==> src/rtl/decode_stage_pkg.sv <==
// Shared decode definitions: ALU operation codes, RV32I opcodes and the
// decoded bundle carried from decode into execute.
package decode_stage_pkg;

  localparam int XLEN     = 32;
  localparam int ALU_OP_W = 6;

  typedef enum logic [ALU_OP_W-1:0] {
    ALU_ADD   = 6'h00, ALU_SUB   = 6'h01, ALU_SLL   = 6'h02, ALU_SLT   = 6'h03,
    ALU_SLTU  = 6'h04, ALU_XOR   = 6'h05, ALU_SRL   = 6'h06, ALU_SRA   = 6'h07,
    ALU_OR    = 6'h08, ALU_AND   = 6'h09,
    ALU_ADDI  = 6'h10, ALU_SLTI  = 6'h11, ALU_SLTIU = 6'h12, ALU_XORI  = 6'h13,
    ALU_ORI   = 6'h14, ALU_ANDI  = 6'h15, ALU_SLLI  = 6'h16, ALU_SRLI  = 6'h17,
    ALU_SRAI  = 6'h18,
    ALU_BEQ   = 6'h20, ALU_BNE   = 6'h21, ALU_BLT   = 6'h22, ALU_BGE   = 6'h23,
    ALU_BLTU  = 6'h24, ALU_BGEU  = 6'h25
  } alu_op_e;

  localparam logic [6:0] OPC_LOAD     = 7'b0000011;
  localparam logic [6:0] OPC_MISC_MEM = 7'b0001111;
  localparam logic [6:0] OPC_OP_IMM   = 7'b0010011;
  localparam logic [6:0] OPC_AUIPC    = 7'b0010111;
  localparam logic [6:0] OPC_STORE    = 7'b0100011;
  localparam logic [6:0] OPC_OP       = 7'b0110011;
  localparam logic [6:0] OPC_LUI      = 7'b0110111;
  localparam logic [6:0] OPC_BRANCH   = 7'b1100011;
  localparam logic [6:0] OPC_JALR     = 7'b1100111;
  localparam logic [6:0] OPC_JAL      = 7'b1101111;
  localparam logic [6:0] OPC_SYSTEM   = 7'b1110011;

  typedef struct packed {
    alu_op_e         alu_op;
    logic [XLEN-1:0] a;
    logic [XLEN-1:0] b;
    logic [XLEN-1:0] imm;
    logic [XLEN-1:0] pc;
    logic [4:0]      rd;
    logic            rd_we;
    logic            is_branch;
    logic            is_jump;
    logic            is_load;
    logic            is_store;
    logic            illegal;
  } decoded_t;

endpackage

==> src/rtl/decode_comb.sv <==
// Purely combinational RV32I decoder: instruction, pc and register data in,
// decoded execute bundle out.
module decode_comb
  import decode_stage_pkg::*;
(
  input  logic [31:0] instr,
  input  logic [31:0] pc,
  input  logic [31:0] rs1_data,
  input  logic [31:0] rs2_data,
  output decoded_t    dec
);

  logic [6:0]  opcode;
  logic [2:0]  funct3;
  logic [6:0]  funct7;
  logic [31:0] imm_i, imm_s, imm_b, imm_u, imm_j, shamt;
  logic        wr, illegal;

  assign opcode = instr[6:0];
  assign funct3 = instr[14:12];
  assign funct7 = instr[31:25];
  assign imm_i  = {{20{instr[31]}}, instr[31:20]};
  assign imm_s  = {{20{instr[31]}}, instr[31:25], instr[11:7]};
  assign imm_b  = {{19{instr[31]}}, instr[31], instr[7], instr[30:25], instr[11:8], 1'b0};
  assign imm_u  = {instr[31:12], 12'b0};
  assign imm_j  = {{11{instr[31]}}, instr[31], instr[19:12], instr[20], instr[30:21], 1'b0};
  assign shamt  = {27'b0, instr[24:20]};

  always_comb begin
    // NOTE: every output gets a default before the case so no path can infer a latch.
    dec        = '0;
    dec.pc     = pc;
    dec.rd     = instr[11:7];
    dec.alu_op = ALU_ADD;
    wr         = 1'b0;
    illegal    = 1'b0;

    unique case (opcode)
      OPC_OP: begin
        dec.a = rs1_data;
        dec.b = rs2_data;
        wr    = 1'b1;
        if (funct7 == 7'h00) begin
          unique case (funct3)
            3'b000: dec.alu_op = ALU_ADD;
            3'b001: dec.alu_op = ALU_SLL;
            3'b010: dec.alu_op = ALU_SLT;
            3'b011: dec.alu_op = ALU_SLTU;
            3'b100: dec.alu_op = ALU_XOR;
            3'b101: dec.alu_op = ALU_SRL;
            3'b110: dec.alu_op = ALU_OR;
            3'b111: dec.alu_op = ALU_AND;
          endcase
        end else if (funct7 == 7'h20 && funct3 == 3'b000) dec.alu_op = ALU_SUB;
        else if (funct7 == 7'h20 && funct3 == 3'b101)     dec.alu_op = ALU_SRA;
        else illegal = 1'b1;
      end
      OPC_OP_IMM: begin
        dec.a   = rs1_data;
        dec.b   = imm_i;
        dec.imm = imm_i;
        wr      = 1'b1;
        unique case (funct3)
          3'b000: dec.alu_op = ALU_ADDI;
          3'b010: dec.alu_op = ALU_SLTI;
          3'b011: dec.alu_op = ALU_SLTIU;
          3'b100: dec.alu_op = ALU_XORI;
          3'b110: dec.alu_op = ALU_ORI;
          3'b111: dec.alu_op = ALU_ANDI;
          3'b001: begin
            dec.b      = shamt;
            dec.alu_op = ALU_SLLI;
            illegal    = (funct7 != 7'h00);
          end
          3'b101: begin
            dec.b      = shamt;
            dec.alu_op = instr[30] ? ALU_SRAI : ALU_SRLI;
            illegal    = (funct7 != 7'h00) && (funct7 != 7'h20);
          end
        endcase
      end
      OPC_LOAD: begin
        dec.a       = rs1_data;
        dec.b       = imm_i;
        dec.imm     = imm_i;
        dec.alu_op  = ALU_ADDI;
        dec.is_load = 1'b1;
        wr          = 1'b1;
        illegal     = (funct3 == 3'b011) || (funct3 == 3'b110) || (funct3 == 3'b111);
      end
      OPC_STORE: begin
        dec.a        = rs1_data;
        dec.b        = imm_s;
        dec.imm      = imm_s;
        dec.alu_op   = ALU_ADDI;
        dec.is_store = 1'b1;
        dec.rd       = '0;
        illegal      = funct3[2] || (funct3 == 3'b011);
      end
      OPC_BRANCH: begin
        dec.a         = rs1_data;
        dec.b         = rs2_data;
        dec.imm       = imm_b;
        dec.is_branch = 1'b1;
        dec.rd        = '0;
        unique case (funct3)
          3'b000:  dec.alu_op = ALU_BEQ;
          3'b001:  dec.alu_op = ALU_BNE;
          3'b100:  dec.alu_op = ALU_BLT;
          3'b101:  dec.alu_op = ALU_BGE;
          3'b110:  dec.alu_op = ALU_BLTU;
          3'b111:  dec.alu_op = ALU_BGEU;
          default: illegal    = 1'b1;
        endcase
      end
      OPC_LUI: begin
        dec.b   = imm_u;
        dec.imm = imm_u;
        wr      = 1'b1;
      end
      OPC_AUIPC: begin
        dec.a   = pc;
        dec.b   = imm_u;
        dec.imm = imm_u;
        wr      = 1'b1;
      end
      // Jumps compute the link value pc+4 in the ALU; the target offset rides on imm.
      OPC_JAL, OPC_JALR: begin
        dec.a       = pc;
        dec.b       = 32'd4;
        dec.imm     = (opcode == OPC_JAL) ? imm_j : imm_i;
        dec.is_jump = 1'b1;
        wr          = 1'b1;
        illegal     = (opcode == OPC_JALR) && (funct3 != 3'b000);
      end
      OPC_MISC_MEM: begin
        dec.rd  = '0;
        illegal = funct3[2] || funct3[1];
      end
      OPC_SYSTEM: begin
        dec.rd  = '0;
        illegal = (instr != 32'h0000_0073) && (instr != 32'h0010_0073);
      end
      default: illegal = 1'b1;
    endcase

    dec.rd_we = wr && (dec.rd != 5'd0);

    // Illegal entries still flow as an inert ADD 0,0 so execute can raise the trap.
    if (illegal) begin
      dec         = '0;
      dec.pc      = pc;
      dec.alu_op  = ALU_ADD;
      dec.illegal = 1'b1;
    end
  end

endmodule

==> src/rtl/decode_stage.sv <==
// RV32I decode stage: combinational decode plus a single registered entry
// with valid/ready handshakes on both sides and a redirect flush.
module decode_stage
  import decode_stage_pkg::*;
#(
  parameter int XLEN     = decode_stage_pkg::XLEN,
  parameter int ALU_OP_W = decode_stage_pkg::ALU_OP_W
) (
  input  logic                clk,
  input  logic                rst,
  input  logic                in_valid,
  output logic                in_ready,
  input  logic [31:0]         in_instr,
  input  logic [XLEN-1:0]     in_pc,
  input  logic                flush,
  output logic [4:0]          rs1_addr,
  output logic [4:0]          rs2_addr,
  input  logic [XLEN-1:0]     rs1_data,
  input  logic [XLEN-1:0]     rs2_data,
  output logic                out_valid,
  input  logic                out_ready,
  output logic [ALU_OP_W-1:0] out_alu_op,
  output logic [XLEN-1:0]     out_a,
  output logic [XLEN-1:0]     out_b,
  output logic [XLEN-1:0]     out_imm,
  output logic [XLEN-1:0]     out_pc,
  output logic [4:0]          out_rd,
  output logic                out_rd_we,
  output logic                out_is_branch,
  output logic                out_is_jump,
  output logic                out_is_load,
  output logic                out_is_store,
  output logic                out_illegal
);

  decoded_t dec;
  decoded_t entry;
  logic     accept;

  assign rs1_addr = in_instr[19:15];
  assign rs2_addr = in_instr[24:20];
  assign in_ready = !out_valid || out_ready;
  assign accept   = in_valid && in_ready && !flush;

  decode_comb u_decode (
    .instr    (in_instr),
    .pc       (in_pc),
    .rs1_data (rs1_data),
    .rs2_data (rs2_data),
    .dec      (dec)
  );

  // Flush wins over accept and pop; a same-cycle accept and pop replaces the entry.
  always_ff @(posedge clk) begin
    // NOTE: state is assigned non-blocking so every register samples pre-edge values.
    if (rst) begin
      out_valid <= 1'b0;
      // NOTE: the payload register is reset too, since all outputs must read zero out of reset.
      entry     <= '0;
    end else if (flush) begin
      out_valid <= 1'b0;
    end else if (accept) begin
      out_valid <= 1'b1;
      entry     <= dec;
    end else if (out_ready) begin
      out_valid <= 1'b0;
    end
  end

  assign out_alu_op    = entry.alu_op;
  assign out_a         = entry.a;
  assign out_b         = entry.b;
  assign out_imm       = entry.imm;
  assign out_pc        = entry.pc;
  assign out_rd        = entry.rd;
  assign out_rd_we     = entry.rd_we;
  assign out_is_branch = entry.is_branch;
  assign out_is_jump   = entry.is_jump;
  assign out_is_load   = entry.is_load;
  assign out_is_store  = entry.is_store;
  assign out_illegal   = entry.illegal;

endmodule
==> config.mk <==
export PLATFORM = sky130hd
export DESIGN_NAME = decode_stage
export DESIGN_NICKNAME = d
export VERILOG_FILES = /design/src/rtl/decode_stage_pkg.sv /design/src/rtl/decode_comb.sv /design/src/rtl/decode_stage.sv
export SDC_FILE = /design/constraint.sdc
export NUM_CORES = 1
export LEC_CHECK = 0
export ABC_AREA = 0
export CAP_MARGIN = 15
export CORE_MARGIN = 3
export CORE_UTILIZATION = 26
export CTS_CLUSTER_SIZE = 10
export DETAILED_ROUTE_END_ITERATION = 7
export PLACE_DENSITY = 0.49
export SYNTH_ARGS = -nofsm -noshare
export SYNTH_HDL_FRONTEND = slang
export SYNTH_SLANG_ARGS = --single-unit
==> constraint.sdc <==
create_clock -name clk -period 3.3 [get_ports clk]
set_input_delay 0.66 -clock clk [delete_from_list [all_inputs] [get_ports clk]]
set_output_delay 0.66 -clock clk [all_outputs]
set_load 0.02 [all_outputs]
# After elaboration in Yosys (flattened, before gate mapping)
# Memory sizes are Yosys's and may differ from the RTL's.
# Cells that the tools add are included.
[op_classes]
n_bitwise = 1
n_eq_ne = 22
n_mux = 27
n_reduce_logical = 34
[ops]
columns = ["cell", "count"]
rows = [
  ["one-hot mux 32 bit (6 select lines)", 1],
  ["one-hot mux 32 bit (5 select lines)", 1],
  ["2-to-1 mux 145 bit", 1],
  ["one-hot mux 32 bit (2 select lines)", 1],
  ["one-hot mux 6 bit (8 select lines)", 1],
  ["one-hot mux 6 bit (6 select lines)", 1],
  ["2-to-1 mux 32 bit", 1],
  ["inequality test 32 x 21 -> 1 bit (second input constant)", 1],
  ["inequality test 32 x 7 -> 1 bit (second input constant)", 1],
  ["== test 7 x 6 -> 1 bit (second input constant)", 4],
  ["== test 7 bit (second input constant)", 4],
  ["one-hot mux 6 bit (4 select lines)", 1],
  ["2-to-1 mux 20 bit", 1],
  ["== test 7 x 5 -> 1 bit (second input constant)", 2],
  ["OR reduction 2 bit", 7],
  ["== test 3 bit (second input constant)", 4],
  ["2-to-1 mux 6 bit", 2],
  ["2-to-1 mux 1 bit", 11],
  ["one-hot mux 1 bit (9 select lines)", 1],
  ["logical AND 1 bit", 8],
  ["== test 7 x 2 -> 1 bit (second input constant)", 1],
  ["== test 7 x 4 -> 1 bit (second input constant)", 1],
  ["zero test 7 bit", 1],
  ["inequality test 7 x 6 -> 1 bit (second input constant)", 1],
  ["other kinds (20)", 26],
]
[totals]
ff_bits = 146
mem_bits_ro = 32
wordCells = 98
memories = 1
input_bits = 133
[memory_table]
columns = ["memory", "words", "word_bits", "rd", "rd_clocked_by_memory_dff", "write_ports", "line_no", "source"]
rows = [
  ["(name not given)", 8, 4, 1, 0, 0, "decode_comb.sv:44", "unique case (funct3)"],
]

# Longest topological paths before layout
[depth]
word_depth = 7
ltp_mapped = 10

# Hierarchy
# Synthesis repeated with hierarchy kept, for this count alone.
[hier_totals]
hier_cells = 1059
hier_area_um2 = 8949.8
[modules_own_cells]
columns = ["module", "area_each_um2", "instances", "cells_each", "seq_area_each_um2"]
rows = [
  ["decode_stage", 6567.5, 1, 644, 2922.8],
  ["decode_comb", 2382.3, 1, 415, 0.0],
]

# Worst setup path before layout
# No wires, ideal clock.
[synth_timing]
path_type = "input to register"
startpoint = "in in_instr[13]"
endpoint = "reg entry (netlist bit out_a[0])"
slack_ps = 798
t_arrival_ps = 2384
required_time_ps = 3183
cell_stages = 10
cell_sequence = "inv_1 > ha_1 > buf_2 > nor4bb_1 > a22oi_1 > o32a_1 > and2_1 > buf_6 > buf_6 > a32o_1"
[synth_via]
elab_chain_len = 7
[synth_lines]
columns = ["item", "line_no", "source"]
rows = [
  ["start: declaration", "decode_stage.sv:13", "input logic [31:0] in_instr,"],
  ["== test 3 bit", "decode_comb.sv:55, decode_comb.sv:63, decode_comb.sv:106", ""],
  ["logical AND 1 bit", "decode_comb.sv:55", "else if (funct7 == 7'h20 && funct3 == 3'b101) dec.alu_op = ALU_SRA;"],
  ["2-to-1 mux 1 bit", "decode_comb.sv:55", ""],
  ["2-to-1 mux 1 bit", "decode_comb.sv:54", "end else if (funct7 == 7'h20 && funct3 == 3'b000) dec.alu_op = ALU_SUB;"],
  ["2-to-1 mux 1 bit", "decode_comb.sv:43", "if (funct7 == 7'h00) begin"],
  ["one-hot mux 1 bit (9 select lines) (*)", "decode_comb.sv:38", "unique case (opcode)"],
  ["2-to-1 mux 145 bit (*)", "decode_comb.sv:150", "if (illegal) begin"],
  ["end signal: assignment", "decode_stage.sv:59", "entry <= '0;"],
  ["end signal: assignment", "decode_stage.sv:64", "entry <= dec;"],
  ["end: declaration", "decode_stage.sv:37", "decoded_t entry;"],
]
# Every way passes the cells marked *; elsewhere a longest branch is shown, timed or not.
# A chain may end at the register's enable or synchronous reset.

# Worst setup path in the final report
[layout_timing]
startpoint = "in in_instr[4]"
endpoint = "reg entry (netlist bit out_imm[20])"
[layout_via]
elab_chain_len = 4
[layout_lines]
columns = ["item", "line_no", "source"]
rows = [
  ["inequality test 32 x 7 -> 1 bit (tied with other cells)", "decode_comb.sv:142", "illegal = (instr != 32'h0000_0073) && (instr != 32'h0010_0073);"],
  ["logical AND 1 bit (tied with other cells)", "decode_comb.sv:142", ""],
  ["one-hot mux 1 bit (9 select lines) / one-hot mux 32 bit (5 select lines) (equally long branches)", "decode_comb.sv:38", ""],
  ["2-to-1 mux 145 bit (*)", "decode_comb.sv:150", ""],
]
# Marks and branches as above.

==> results.ini <==
[run_status]
run_status=completed

[setup_path]
startpoint=in_instr[4]
reg2reg_from=out_valid$_SDFFE_PP0P_
slowest_stage=clkdlybuf4s50_1
crit_path_end_kind=flop
worstPathCellList=clkdlybuf4s50_1 -> nand4b_2 -> buf_4 -> o32ai_2 -> o21ai_1 -> a21boi_0 -> a32o_1
crit_buf_inv=2
cp-start-kind=input pin
max_stage_delay_ns=0.76
cp.required_ns=3.62
crit_family=compound AO/OA/AOI/OAI gates
crit_fanout=13
critPathKind=in2reg
arrival_ns=3.13

[cts]
cts_resized=0
cts.clk_slew.worst_paths_ns=0.06
numCtsBuffers=17
cts_num_sinks=146
clockBufferDepth=2
clockRootBuffer=clkbuf_16
cts_tree=done
post_cts_buffers=0
htree_levels=4
cts_hold_buf=0
clock_latency_ns=0.43

[logic_synthesis]
ys.flop_type=dfxtp_1
synth_simple_gate_area_share_pct=19.4
synth-compound-area-share_pct=31.4
synth_area_per_cell_um2=8.79
syn_nets=972
synth_seq_area_share_pct=39.8
synth_xor_area_share_pct=0.119
yosysWarningCount=0
syn_inst=835
ys_ff_latch=146
synth_mux_area_share_pct=0
ys_types=73
synth_top_family_by_area=compound AO/OA/AOI/OAI gates
syn_area_mm2=0.00734
synthArstFlopShare_pct=0
synth_edf_count=0
yosys.area_share.adder_pct=0.682

[power]
p_per_area_mw_per_mm2=384
ir_drop_v=0.000284
fin_total_pwr_uw=4370
p_leak_uw=0.00375

[global_routing]
track_usage_pct=21.4
grt_pass1_vias=7808
overflow=0
grt_pass1_wl_um=50400
grt_max_degree=65
antenna_found_initial=0

[run]
drv_cap=0

[sta]
max_freq_mhz=355
finalSetupViolCount=0
slew_headroom_pct=42.6
final.setup_skew_ns=0.00751
tightestPinTransition_ns=0.856
rsz0062_at_grt=false
fin_ws_ns=0.487
slew_violations=0
fin_crit_ns=2.81
fin_tns_setup_ns=0
post-route-period-util_pct=85.3
whs_ns=0.444
hold_viol_final=0

[cells_and_area]
area_growth_syn_to_layout_pct=54.8
nets=1246
final_layout_size_suffix_gt1_share_pct=10.7
final_cells=1494
n_antenna_cell=0

[routing]
drc=0
vias_per_cell=5.36
wl_per_cell_um=22.5
drt_iter0_markers=934
vias=8003
ant_nets=0
first_pass_iters=5
finalWirelength_um=33600

[placed_design]
place_inst=1462
dp_hpwl_um=24400
pre_cts_ws_ns=0.0500
gp_congestion=0.825
io_buffers=289

[floorplan]
ios=290
core_mm2=0.0273
start_util_pct=26.9
fp.dieH_um=174
die-area_mm2=0.0303
num_rows=60
die_x_um=174

[min_path]
hp-class=reg2reg
min_from=out_a[10]$_SDFFE_PP0P_

-- placed cells by master, fill, tap and decap left out, types with 8 or more instances in the layout --
cell type	Yosys	final
a221oi_1	20	20
a21oi_1	46	46
dfxtp_1	146	146
nand4_1	20	20
a21boi_1	9	9
a22oi_1	11	11
a32oi_1	26	26
o21ai_1	8	8
a21boi_0	11	11
nor2_1	67	66
buf_4	14	54
o21ai_0	22	22
clkdlybuf4s50_1	0	288
clkbuf_16	0	17
buf_12	0	13
nor3_1	13	13
nand2_1	127	127
a32o_1	90	90
-- Yosys cell counts (11+ instances only) --
master / n / area, µm²
nand2_1: 127 / 477
buf_6: 19 / 214
a32oi_1: 26 / 228
buf_4: 14 / 105
o21ai_0: 22 / 110
clkbuf_1: 42 / 158
a22oi_1: 11 / 82.6
a21boi_0: 11 / 82.6
buf_2: 22 / 110
dfxtp_1: 146 / 2920
a221oi_1: 20 / 175
nand4_1: 20 / 125
a21oi_1: 46 / 230
nor2_1: 67 / 251
a32o_1: 90 / 901
nor3_1: 13 / 65.1
-- flip-flops by register name (all words and copies together) (netlist names), 5 cells and up --
| name | count |
|---|---|
| out_rd | 5 |
| out_pc | 32 |
| out_imm | 32 |
| out_b | 32 |
| out_alu_op | 6 |
| out_a | 32 |
-- cells by family (layout without fill, tap and decap cells) --
kind of cell	Yosys count	in the layout
xor gates and xnor gates	1	1
and+or+nand+nor	293	293
AOI/OAI and AO/OA	283	283
DFF	146	146
adders and majority gates	4	4
buffers and inverters	108	395
-- where the power goes --
group	leakage, µW	switching [µW]	internal, µW
clock network	0.000265	891	1060
registers	0.00118	10.2	1780
logic	0.00231	332	289
total	0.00375	1230	3130
-- path summary, 6_finish.rpt --
check,endpoint,slack (ns),cells after the start
worst max register to register,out_imm[16]$_SDFFE_PP0P_,1.39,8
worst min-delay path,out_a[10]$_SDFFE_PP0P_,0.44,2
worst max-delay path,out_imm[20]$_SDFFE_PP0P_,0.49,7
worst min register to register,out_a[10]$_SDFFE_PP0P_,0.44,2
-- layout make-up --
| cell class | count | area [µm²] |
|---|---|---|
| fill | 2822 | 16000 |
| multi-input combinational | 581 | 3820 |
| timing repair buffer | 356 | 3550 |
| sequential | 146 | 2920 |
| tap | 372 | 465 |
| clock buffer | 18 | 429 |
| clock inverter | 14 | 148 |
| inverter | 7 | 26.3 |
-- routing by layer --
layer / share of wire [%] / GRT usage (%) / up-vias
met5: 0 / 0 / -
met4: 1.8 / 5.80 / 0
met3: 5.3 / 3.80 / 38
met2: 47 / 34.3 / 283
met1: 45 / 29.6 / 3942
li1: - / - / 3740
-- worst register-to-register path: stages (launching register included) --
cell and delay [ns]:
dfxtp_1 0.31, nor2b_1 0.12, buf_4 0.16, nor3_2 0.15
buf_4 0.19, o31a_1 0.29, buf_4 0.22, a21boi_0 0.23
a32o_1 0.18
-- metrics by stage --
step | utilization, % | instance area [µm²]
floorplan | - | 7340
global placement | 39.5 | 10800
detailed placement | 39.5 | 10800
CTS | 41.6 | 11400
global route | 41.6 | 11400
finish | 41.6 | 11400
No activity file was read; power rests on OpenSTA's default activity.
